### src/rtl/data_cache.sv
// Direct-mapped, write-through, no-write-allocate data cache between the MEM stage
// and a multi-cycle data RAM. Read hits return combinationally; misses and writes stall.
module data_cache #(
    parameter int INDEX_WIDTH = 3,
    parameter int CNT_WIDTH   = 16
) (
    input  logic                 clk,
    input  logic                 rst,
    input  logic                 cpu_ren,
    input  logic                 cpu_we,
    input  logic [31:0]          cpu_addr,
    input  logic [31:0]          cpu_din,
    output logic [31:0]          cpu_dout,
    output logic                 cpu_stall,
    output logic                 mem_ren,
    output logic                 mem_we,
    output logic [31:0]          mem_addr,
    output logic [31:0]          mem_din,
    input  logic [31:0]          mem_dout,
    input  logic                 mem_ack,
    output logic [CNT_WIDTH-1:0] hit_cnt,
    output logic [CNT_WIDTH-1:0] miss_cnt
);
    localparam int LINES = 1 << INDEX_WIDTH;
    localparam int TAG_W = 32 - INDEX_WIDTH;
    localparam logic [CNT_WIDTH-1:0] CNT_ONE = {{(CNT_WIDTH-1){1'b0}}, 1'b1};

    typedef enum logic [1:0] {S_IDLE, S_RD, S_WR, S_RESP} state_t;

    state_t               state_q, state_d;
    logic [LINES-1:0]     valid_q, valid_d;
    logic [TAG_W-1:0]     tag_q  [LINES];
    logic [TAG_W-1:0]     tag_d  [LINES];
    logic [31:0]          data_q [LINES];
    logic [31:0]          data_d [LINES];
    logic [31:0]          addr_q, addr_d;
    logic [31:0]          din_q, din_d;
    logic [31:0]          resp_data_q, resp_data_d;
    logic                 resp_rd_q, resp_rd_d;
    logic [CNT_WIDTH-1:0] hit_cnt_q, hit_cnt_d;
    logic [CNT_WIDTH-1:0] miss_cnt_q, miss_cnt_d;

    logic [INDEX_WIDTH-1:0] cpu_idx, lat_idx;
    logic [TAG_W-1:0]       cpu_tag, lat_tag;
    logic                   cpu_hit, lat_hit, rd_hit, in_resp;

    assign cpu_idx = cpu_addr[INDEX_WIDTH-1:0];
    assign cpu_tag = cpu_addr[31:INDEX_WIDTH];
    assign lat_idx = addr_q[INDEX_WIDTH-1:0];
    assign lat_tag = addr_q[31:INDEX_WIDTH];
    assign cpu_hit = valid_q[cpu_idx] && (tag_q[cpu_idx] == cpu_tag);
    assign lat_hit = valid_q[lat_idx] && (tag_q[lat_idx] == lat_tag);
    // A store takes priority, so ren with we never counts as a read hit.
    assign rd_hit  = (state_q == S_IDLE) && cpu_ren && !cpu_we && cpu_hit;
    assign in_resp = (state_q == S_RESP);

    always_comb begin
        state_d     = state_q;
        valid_d     = valid_q;
        tag_d       = tag_q;
        data_d      = data_q;
        addr_d      = addr_q;
        din_d       = din_q;
        resp_data_d = resp_data_q;
        resp_rd_d   = resp_rd_q;
        hit_cnt_d   = hit_cnt_q;
        miss_cnt_d  = miss_cnt_q;
        case (state_q)
            S_IDLE: begin
                if (cpu_we) begin
                    addr_d  = cpu_addr;
                    din_d   = cpu_din;
                    state_d = S_WR;
                end else if (cpu_ren) begin
                    if (cpu_hit) begin
                        if (hit_cnt_q != '1) hit_cnt_d = hit_cnt_q + CNT_ONE;
                    end else begin
                        addr_d  = cpu_addr;
                        state_d = S_RD;
                        if (miss_cnt_q != '1) miss_cnt_d = miss_cnt_q + CNT_ONE;
                    end
                end
            end
            S_RD: begin
                if (mem_ack) begin
                    valid_d[lat_idx] = 1'b1;
                    tag_d[lat_idx]   = lat_tag;
                    data_d[lat_idx]  = mem_dout;
                    resp_data_d      = mem_dout;
                    resp_rd_d        = 1'b1;
                    state_d          = S_RESP;
                end
            end
            S_WR: begin
                if (mem_ack) begin
                    // No write-allocate: only an already-resident line is refreshed.
                    if (lat_hit) data_d[lat_idx] = din_q;
                    resp_rd_d = 1'b0;
                    state_d   = S_RESP;
                end
            end
            S_RESP:  state_d = S_IDLE;
            default: state_d = S_IDLE;
        endcase
    end

    always_ff @(posedge clk) begin
        if (rst) begin
            state_q     <= S_IDLE;
            valid_q     <= '0;
            addr_q      <= '0;
            din_q       <= '0;
            resp_data_q <= '0;
            resp_rd_q   <= 1'b0;
            hit_cnt_q   <= '0;
            miss_cnt_q  <= '0;
        end else begin
            state_q     <= state_d;
            valid_q     <= valid_d;
            addr_q      <= addr_d;
            din_q       <= din_d;
            resp_data_q <= resp_data_d;
            resp_rd_q   <= resp_rd_d;
            hit_cnt_q   <= hit_cnt_d;
            miss_cnt_q  <= miss_cnt_d;
        end
    end

    // Tag and data storage need no reset; the valid bits qualify them.
    always_ff @(posedge clk) begin
        tag_q  <= tag_d;
        data_q <= data_d;
    end

    always_comb begin
        cpu_dout = '0;
        if (!rst) begin
            if (rd_hit) cpu_dout = data_q[cpu_idx];
            else if (in_resp && resp_rd_q) cpu_dout = resp_data_q;
        end
    end

    assign cpu_stall = !rst && (cpu_ren || cpu_we) && !(rd_hit || in_resp);
    assign mem_ren   = (state_q == S_RD);
    assign mem_we    = (state_q == S_WR);
    assign mem_addr  = addr_q;
    assign mem_din   = din_q;
    assign hit_cnt   = hit_cnt_q;
    assign miss_cnt  = miss_cnt_q;
endmodule

### config.mk
export PLATFORM = sky130hd
export DESIGN_NAME = data_cache
export DESIGN_NICKNAME = d
export VERILOG_FILES = /design/src/rtl/data_cache.sv
export SDC_FILE = /design/constraint.sdc
export NUM_CORES = 1
export LEC_CHECK = 0
export CORE_UTILIZATION = 45
export DETAILED_ROUTE_END_ITERATION = 10
export PLACE_DENSITY = 0.66
export SLEW_MARGIN = 20
export SYNTH_ARGS = -nofsm -noshare
export SYNTH_HDL_FRONTEND = slang
export SYNTH_SLANG_ARGS = --single-unit
### constraint.sdc
create_clock -name clk -period 9.95 [get_ports clk]
set_clock_uncertainty 0.1 [all_clocks]
set_input_delay 1.99 -clock clk [delete_from_list [all_inputs] [get_ports clk]]
set_output_delay 1.99 -clock clk [all_outputs]
set_load 0.1 [all_outputs]
==> summary.txt <==
Die
  – # IOs: 232
  – Num rows: 91
  – Die ar.: 0.06360 mm2
  – Starting density of the core: 45.56%
  – Die W: 252.2 um
  – Vert. Die Dim: 252.2 um
  – Area of the core: 0.06183 mm2

Logic synthesis
  – Synth Area in Adders: 0.2665%
  – Net count after synthesis: 2285
  – Mux contribution to synthesized area: 15.60%
  – Post-synthesis compound-gate area fraction: 5.903%
  – Post-synthesis simple-gate area fraction: 12.26%
  – Seq cells post-synth: 627
  – Xor-xnor portion of the synthesized cell area: 1.710%
  – Synth warn: 0
  – Synth Area per Inst: 12.93 um2
  – Ys async rst share: 0%
  – Post-synthesis cell type count: 61
  – Post-synth EDFFs: 488
  – Main synth FF type: edfxtp_1
  – Sequential area share after synthesis: 61.90%
  – Cells after Synth: 2178
  – Largest family of logic cells by synthesized area: multiplexers
  – Synthesized area: 0.02817 mm2

STA
  – RSZ-0062 raised after global routing: no
  – Final hold vios: 0
  – # setup viols final: 0
  – Max-slew headroom: 23.20%
  – Final Cycle Share: 87.23%
  – WHS: 356.6 ps
  – Pin slew with the least headroom to its limit: 1147 ps
  – Max frequency: 0.1152 GHz
  – Final setup margin: 1271 ps
  – Final slew viol count: 0
  – Post-route setup TNS: 0 ps
  – Final min period: 8679 ps

Clock tree
  – TritonCTS clock tree: done
  – Root Buffer: clkbuf_16
  – # H-tree levels: 3
  – Total clock buffers created by CTS: 67
  – Setup bufs post-CTS: 0
  – CTS clk-pin slew, worst paths: 60 ps
  – Clock sinks: 627
  – Clock buffer depth: 3
  – Worst-skew pair later-pin latency: 620 ps
  – Post-CTS Hold Buffers: 0
  – Gates resized, CTS repair: 0

Setup path
  – Max stage delay on crit path: 840 ps
  – Worst r2r src: mem_addr[1]
  – Worst-path cell chain: buf_4, nor2b_1, a22oi_1, a21oi_1, o22ai_1, nor4_1, nand4_1, buf_4, or2_2, buf_4, or3_1, nand2_1, buf_4
  – Crit Path Category: input pin to output pin
  – Arrival @ worst endpoint: 6590 ps
  – Nature of the critical path endpoint: output pin
  – Most used cell, CP: buf_4
  – Worst Setup Start Kind: input pin
  – R2R cell count: 11
  – FF-to-FF End: data_q[123]
  – Slowest CP cell: nor2b_1
  – Crit path max fanout: 46
  – Required time of the critical path: 7860 ps
  – Critical path buffers and inverters: 4
  – Top delay family on crit path: simple AND/OR/NAND/NOR gates
  – R2R Setup Slk: 4350 ps

Min path
  – Tightest Hold Check Type: flip-flop to flip-flop
  – Hold EP: resp_data_q[13]
  – Hold Startpoint: resp_data_q[13]
  – Min-Delay Path Depth: 2

Detailed routing
  – # DRC: 0
  – Via count: 19284
  – WL final: 78220 um
  – Avg WL per Cell: 23.91 um
  – Via density: 5.895
  – Antenna-violating nets left: 0
  – Pre-Repair DR Iteration Count: 6
  – First DRT Iteration DRCs: 1758

Place
  – GPL Wtd Cong: 0.8662
  – Port Buffers: 231
  – Final HPWL DP: 47000 um
  – Post-place setup slack: 1307 ps

Pwr
  – Leakage: 11.65 nW
  – VDD IR-drop max: 0.2012 mV
  – Overall power: 7.783 mW
  – Power Density: 231.5 mW/mm2

Outcome
  – Status: finished clean

Cells and area
  – Post-layout util: 54.36%
  – Area growth, synth to finish: 19.32%
  – Layout cells sized above 1: 14.26%
  – Final-stage net count: 2486

Global route
  – Initial antenna violation count: 1
  – First-pass GRT wire length: 117100 um
  – Vias in the first global route: 19661
  – GRT Util Overall: 24.45%
  – Largest net degree at the start of global routing: 99
  – Global route overflow: 0

Job
  – Max cap viols: 0
[worst reg2reg max path, delay by kind of cell, from the launching register on]
family	cells	cell delay [ps]
buffers and inverters	2	930
DFF	1	310
AOI/OAI and AO/OA	3	890
and+or+nand+nor	5	2770
xor gates and xnor gates	1	260
[routing by layer]
layer / vias to the layer above / routed length [um] / global-route usage [%]
met1: 9692 / 31190 / 31.63
met3: 175 / 5618 / 3.172
li1: 8581 / - / -
met2: 836 / 38750 / 41.74
met5: - / 0 / 0
met4: 0 / 2656 / 9.680
[cells in the mapped netlist, drive strengths merged, types with 37 or more instances]
cell type | count | share of area, %
a21oi | 83 | 1.5
a22oi | 65 | 1.7
buf | 42 | 0.78
clkbuf | 107 | 1.4
dfxtp | 139 | 9.9
edfxtp | 488 | 52
mux2i | 177 | 6.3
mux4 | 107 | 8.6
nand2 | 193 | 2.6
nand3 | 63 | 1.1
nor2 | 364 | 4.9
or3 | 41 | 0.91
xor2 | 37 | 1.2
[state kept, by name (all words and copies together) (netlist names)]
register	count
hit_cnt	16
mem_din	32
data_q	256
state_q	2
mem_addr	32
valid_q	8
resp_data_q	32
miss_cnt	16
resp_rd_q	1
tag_q	232
[layout by cell type, fill, tap and decap left out, types with 19 or more instances in the layout]
master and instances:
nand3_1 62, nor2_1 347, or3_1 41, clkdlybuf4s50_1 195, a221oi_1 22, edfxtp_1 488
a21oi_1 83, nand4_1 22, clkbuf_16 68, mux4_2 107, a22oi_1 65, xor2_1 37
mux2i_1 177, and3_1 22, nor2b_1 19, dfxtp_1 137, mux2_2 19, buf_4 83
nand2_1 192
[power by group]
group          switching (mW)  internal, mW
Clock                    1.03          1.49
Sequential              0.164          3.14
Combinational            1.38         0.587
Total                    2.57          5.21
[logic make-up (layout without fill, tap and decap cells)]
logic type,count (synthesis),in the layout
and+or+nand+nor,783,783
DFF,627,627
muxes,303,303
AOI/OAI and AO/OA,244,244
buffers and inverters,160,415
xor gates and xnor gates,55,55
adders and majority gates,6,6
other,0,1
[final cells by class]
type / instances / area [um2]
Fill cell: 5066 / 28210
Clock buffer: 95 / 1893
Tap cell: 837 / 1047
Multi-Input combinational cell: 1391 / 10260
Antenna cell: 1 / 2.502
Clock inverter: 28 / 322.8
Inverter: 11 / 41.29
Timing Repair Buffer: 281 / 2609
Sequential cell: 627 / 17440
[per-stage QoR]
step / instance area [um2] / std cells
4_1_cts: 33610 / 3270
5_1_grt: 33610 / 3271
3_3_place_gp: 31390 / 3147
2_1_floorplan: 28170 / 2178
3_5_place_dp: 31390 / 3147
6_report: 33610 / 3271
[worst max-delay path by stage]
stage | start | endpoint | slack [ps] | cells after the start
6_report | cpu_addr[1] | cpu_dout[28] | 1270 | 13
5_1_grt | cpu_addr[1] | cpu_dout[28] | 960 | 13
4_1_cts | cpu_addr[1] | cpu_stall | 1300 | 11
3_5_place_dp | cpu_addr[1] | cpu_dout[28] | 1310 | 13
3_3_place_gp | cpu_addr[1] | cpu_dout[26] | 1410 | 13
2_1_floorplan | cpu_addr[1] | cpu_stall | 1250 | 11
Power figures use the tool's default switching activity.
